[src/rtl/am_ask_meas_sched.sv]
// am_ask_meas_sched: per-frame scheduler that runs ADC capture, then FFT, then the classifier, then publishes the result.
// Defining SCHED_TIMEOUT_EN adds a done-wait timeout that sets a sticky err_timeout flag.
module am_ask_meas_sched #(
    parameter int FRAME_LEN = 8192,
    parameter int HOLDOFF_CYC = 1024,
    parameter int TIMEOUT_CYC = 65536,
    localparam int AW = $clog2(FRAME_LEN)
) (
    input  logic          clk,
    input  logic          rst_n,
    input  logic          en,
    input  logic          ad_valid,
    output logic          cap_we,
    output logic [AW-1:0] cap_addr,
    output logic          fft_start,
    input  logic          fft_done,
    output logic          cls_start,
    input  logic          cls_done,
    input  logic          cls_is_ask,
    input  logic [3:0]    cls_ma,
    input  logic [7:0]    cls_freq,
    output logic          is_ask,
    output logic [3:0]    ma,
    output logic [7:0]    freq,
    output logic          res_valid,
    input  logic          res_ready,
    output logic          busy,
    output logic          err_timeout
);
    localparam int HW = $clog2(HOLDOFF_CYC + 1);
    typedef enum logic [2:0] {IDLE, CAPTURE, WAIT_FFT, WAIT_CLS, PUBLISH, HOLDOFF} state_t;
    state_t state, state_nx;
    logic [HW-1:0] hcnt;
    logic fft_ok, cls_ok, tmo;
    assign cap_we = ad_valid && (state == CAPTURE);
    assign busy = state != IDLE;
    // a done seen while the matching start pulse is still high belongs to a previous run
    assign fft_ok = fft_done && !fft_start;
    assign cls_ok = cls_done && !cls_start;
`ifdef SCHED_TIMEOUT_EN
    localparam int TW = $clog2(TIMEOUT_CYC + 1);
    logic [TW-1:0] tcnt;
    logic err;
    assign tmo = (tcnt == TW'(TIMEOUT_CYC - 1)) &&
                 (((state == WAIT_FFT) && !fft_ok) || ((state == WAIT_CLS) && !cls_ok));
    assign err_timeout = err;
    always_ff @(posedge clk or negedge rst_n) begin
        if (!rst_n) begin
            tcnt <= '0;
            err <= 1'b0;
        end else begin
            tcnt <= (state_nx != state) ? '0 : tcnt + 1'b1;
            err <= err | tmo;
        end
    end
`else
    assign tmo = 1'b0;
    assign err_timeout = 1'b0;
`endif
    always_comb begin
        state_nx = state;
        case (state)
            IDLE:     state_nx = en ? CAPTURE : IDLE;
            CAPTURE:  state_nx = (cap_we && (cap_addr == AW'(FRAME_LEN - 1))) ? WAIT_FFT : CAPTURE;
            WAIT_FFT: state_nx = fft_ok ? WAIT_CLS : (tmo ? HOLDOFF : WAIT_FFT);
            WAIT_CLS: state_nx = cls_ok ? PUBLISH : (tmo ? HOLDOFF : WAIT_CLS);
            PUBLISH:  state_nx = res_ready ? HOLDOFF : PUBLISH;
            HOLDOFF:  state_nx = (hcnt == HW'(HOLDOFF_CYC - 1)) ? (en ? CAPTURE : IDLE) : HOLDOFF;
            default:  state_nx = IDLE;
        endcase
    end
    always_ff @(posedge clk or negedge rst_n) begin
        if (!rst_n) state <= IDLE;
        else state <= state_nx;
    end
    // cap_addr wraps to 0 on the last write, so every frame starts at address 0
    always_ff @(posedge clk or negedge rst_n) begin
        if (!rst_n) begin
            cap_addr <= '0;
            hcnt <= '0;
            fft_start <= 1'b0;
            cls_start <= 1'b0;
            res_valid <= 1'b0;
            is_ask <= 1'b0;
            ma <= '0;
            freq <= '0;
        end else begin
            cap_addr <= cap_we ? cap_addr + 1'b1 : cap_addr;
            hcnt <= (state == HOLDOFF) ? hcnt + 1'b1 : '0;
            fft_start <= (state == CAPTURE) && (state_nx == WAIT_FFT);
            cls_start <= (state == WAIT_FFT) && (state_nx == WAIT_CLS);
            res_valid <= state_nx == PUBLISH;
            if ((state == WAIT_CLS) && cls_ok) begin
                is_ask <= cls_is_ask;
                ma <= cls_ma;
                freq <= cls_freq;
            end
        end
    end
endmodule
[config.mk]
export PLATFORM = sky130hd
export DESIGN_NAME = am_ask_meas_sched
export DESIGN_NICKNAME = d
export VERILOG_FILES = /design/src/rtl/am_ask_meas_sched.sv
export SDC_FILE = /design/constraint.sdc
export NUM_CORES = 1
export LEC_CHECK = 0
export ABC_CLOCK_PERIOD_IN_PS = 2200
export CAP_MARGIN = 20
export CORE_MARGIN = 4
export CORE_UTILIZATION = 47
export DETAILED_ROUTE_END_ITERATION = 16
export PLACE_DENSITY = 0.78
export REMOVE_ABC_BUFFERS = 1
export SETUP_SLACK_MARGIN = 0.15
export SYNTH_ARGS = -nofsm -noshare
export SYNTH_HDL_FRONTEND = slang
export SYNTH_SLANG_ARGS = --single-unit
[constraint.sdc]
create_clock -name clk -period 2.2 [get_ports clk]
set_input_delay 0.33 -clock clk [delete_from_list [all_inputs] [get_ports clk]]
set_output_delay 0.33 -clock clk [all_outputs]
set_load 0.1 [all_outputs]
==> reports/results.tsv <==
stage	metric	value	unit
final_layout	finalNonFillerCells	261	
critical_path	startpoint_type	flop	
yosys	synth_area_leaders	dfrtp_1, mux2_2, xor2_1, xnor2_1, nand4_1	
power	seqPwrFrac	0.446	
timing	drv_slew	0	
routing	vias_per_cell	5.23	
critical_path	worstReg2RegStart	state[2]	
yosys	netlist_instances	160	
routing	vias	1365	
clock_tree	post_cts_resized	0	
clock_tree	cts_tree	yes	
yosys	synth_top_area_frac	0.561	
yosys	synth-simple-area-share	0.196	
critical_path	timing.rr.end	state[1]	
clock_tree	cts.sinks	43	
grt	first_global_vias	1436	
power	switching_power	0.000851	W
die	dieArea	0.00516	sq mm
critical_path	crit_path_max_fanout	10	
die	start_util	0.505	
clock_tree	clockBufferDepth	2	
yosys	synth_xor_area_frac	0.0914	
timing	tightest_slew	0.928	ns
placement	gp_congestion	0.836	
final_layout	fin_area	0.00246	sq mm
yosys	ys_seq_area_frac	0.561	
yosys	avgSynthCellArea	12.0	sq um
clock_tree	htree_levels	2	
yosys	synth_edf_count	0	
grt	grt_overflow	0	
routing	postRouteAntennaNets	0	
yosys	ys_ff_latch	43	
run_status	outcome	complete, no violations	
power	max-vdd-ir-drop	0.979	mV
yosys	synthesis.area	0.00192	sq mm
power	power_leakage	1.17	nW
clock_tree	post_cts_buffers	0	
yosys	yosysUniqueCellTypes	40	
placement	place_ws	0.288	ns
final_layout	area_growth	28.2	%
grt	antenna_found_initial	0	
final_layout	fillerInstances	308	
yosys	synthTopCellsByCount	dfrtp_1, nor2_1, mux2_2, nand2_1, xor2_1	
timing	rsz0062_at_grt	false	
routing	drt_iter0_drc	61	
routing	route.detailed.drc	0	
die	io_pins	52	
clock_tree	path_clk_slew	0.07	ns
critical_path	reg2reg_depth	4	
yosys	yosysMostFrequentCell	dfrtp_1	
routing	drtPass1Iterations	4	
timing	finClkSkew	0.00655	ns
clock_tree	cts_inserted_buffers	5	
timing	slew-limit-headroom	0.381	
routing	wire_per_inst	14.9	microns
job	maxCapViolCount	0	
yosys	synth_compound_area_frac	0.0320	
grt	track_usage	0.163	
placement	place_area	0.00238	sq mm
yosys	yosysWarnings	0	
critical_path	path_class	flop to output pin	
power	combPwrFrac	0.333	
timing	finalCritPeriodShare	0.812	
yosys	synth_top_flop_cell	dfrtp_1	
timing	setup_ws	0.414	ns
power	p_int	0.00123	W
routing	drt_wl_total	3890	microns
critical_path	reg2reg_slack	0.47	ns
die	rows	22	
final_layout	n_antenna_cell	0	
die	die_w	71.9	microns
yosys	synthMuxAreaShare	0.0764	
final_layout	fin_util	0.647	
power	p_per_area	848	mW/mm^2
placement	dp_hpwl	2950	microns
yosys	synth_top_family_by_area	simple AND/OR/NAND/NOR gates	
clock_tree	cts_root_buf	clkbuf_8	
critical_path	endpoint_kind	output pin	
yosys	synthArstFlopShare	1.00	
placement	place_inst	253	
final_layout	drive_gt1_frac	0.282	
power	p_clk_frac	0.222	
critical_path	arrival	1.46	ns
timing	setup-tns-final	0	ns
critical_path	worstPathRequired	1.87	ns
clock_tree	cts_hold_buf	0	
power	switching_share	0.408	
yosys	yosysTopAreaCell	dfrtp_1	
timing	hold_viol_final	0	
placement	io_buffers	50	
timing	fmax	0.560	GHz
final_layout	layout.nets	234	
clock_tree	clkLatencyLatePin	0.28	ns
worst_hold_path	hold_class	input port to asynchronous set/reset pin	
die	die_y	71.9	microns
die	core-area	0.00380	sq mm
yosys	synthAdderAreaFrac	0.0131	
grt	grt_pass1_wl	6650	microns
grt	grt_max_degree	44	
timing	setup_viol	0	
timing	period_minus_slack	1.79	ns
-- per-layer routing --
metal,up-vias,wire length [microns],global-route usage
met5,-,0,0
met4,0,53,0.0376
met3,6,194,0.0561
met2,33,2000,0.276
met1,669,1640,0.203
li1,657,-,-
-- final cells by class --
class / count / area [sq um] / share of cell area
clock inverters: 1 / 5.00 / 0.00204
clock buffers: 7 / 76.3 / 0.0311
flip-flops and latches: 43 / 1080 / 0.438
well taps: 48 / 60.1 / 0.0244
inverters: 2 / 7.51 / 0.00305
repair buffers: 52 / 445 / 0.181
multi-input cells: 108 / 787 / 0.320
-- how the worst max path moves through the flow --
stage | to | from | slack [ns] | cells past startpoint
2_1_floorplan | cap_addr[9] | state[2] | -0.10 | 4
3_3_place_gp | state[1] | ad_valid | 0.27 | 5
3_5_place_dp | state[0] | ad_valid | 0.29 | 5
4_1_cts | cap_we | state[1] | 0.41 | 2
5_1_grt | state[0] | state[2] | 0.29 | 4
6_report | cap_we | state[2] | 0.41 | 2
-- kinds of logic after synthesis --
family | after synthesis
AOI/OAI and AO/OA | 8
muxes | 13
other | 1
buffers and inverters | 9
DFF | 43
xor gates and xnor gates | 20
adders and majority gates | 2
and+or+nand+nor | 64
-- flip-flops by register name, summed over array words and instances (netlist names) --
name and cells:
freq 8, cls_start 1, hcnt 11, cap_addr 13
state 3, fft_start 1, ma 4, res_valid 1
is_ask 1
-- power by group through the flow --
stage	Combinational [W]	Sequential [W]	Clock, W
detailed placement	0.000698	0.000941	0
finish	0.000694	0.000929	0.000462
global placement	0.000691	0.000939	0
global route	0.000722	0.000941	0.000527
floorplan	0.000110	0.00134	0
CTS	0.000699	0.000928	0.000475
-- worst max-delay path, stage by stage, from the launching register on --
cell and delay (ns):
dfrtp_1 0.49, and4bb_1 0.47, buf_12 0.22
-- cells in the final DEF, fill, tap and decap left out, types with 2 or more instances in the layout --
cell type        instances
xnor2_1                  9
xor2_1                  11
ha_1                     2
nand3_1                  3
buf_4                   32
clkdlybuf4s50_1         18
nand3b_1                 2
nand2b_1                 2
and2_1                   3
or3_1                    2
and4bb_1                 2
clkbuf_8                 5
nand2_1                 11
clkbuf_1                 2
mux2_2                  13
nor2_1                  14
inv_1                    2
dfrtp_1                 43
and3_1                   3
nand4_1                 10
nor3_1                   2
-- metrics by stage --
stage          power (W)  hold WS [ns]
2_1_floorplan    0.00145        0.0344
3_3_place_gp     0.00163         0.440
3_5_place_dp     0.00164         0.448
4_1_cts          0.00210         0.213
5_1_grt          0.00219         0.263
6_report         0.00208         0.186
Note: power is estimated with default switching activity, not from simulation.
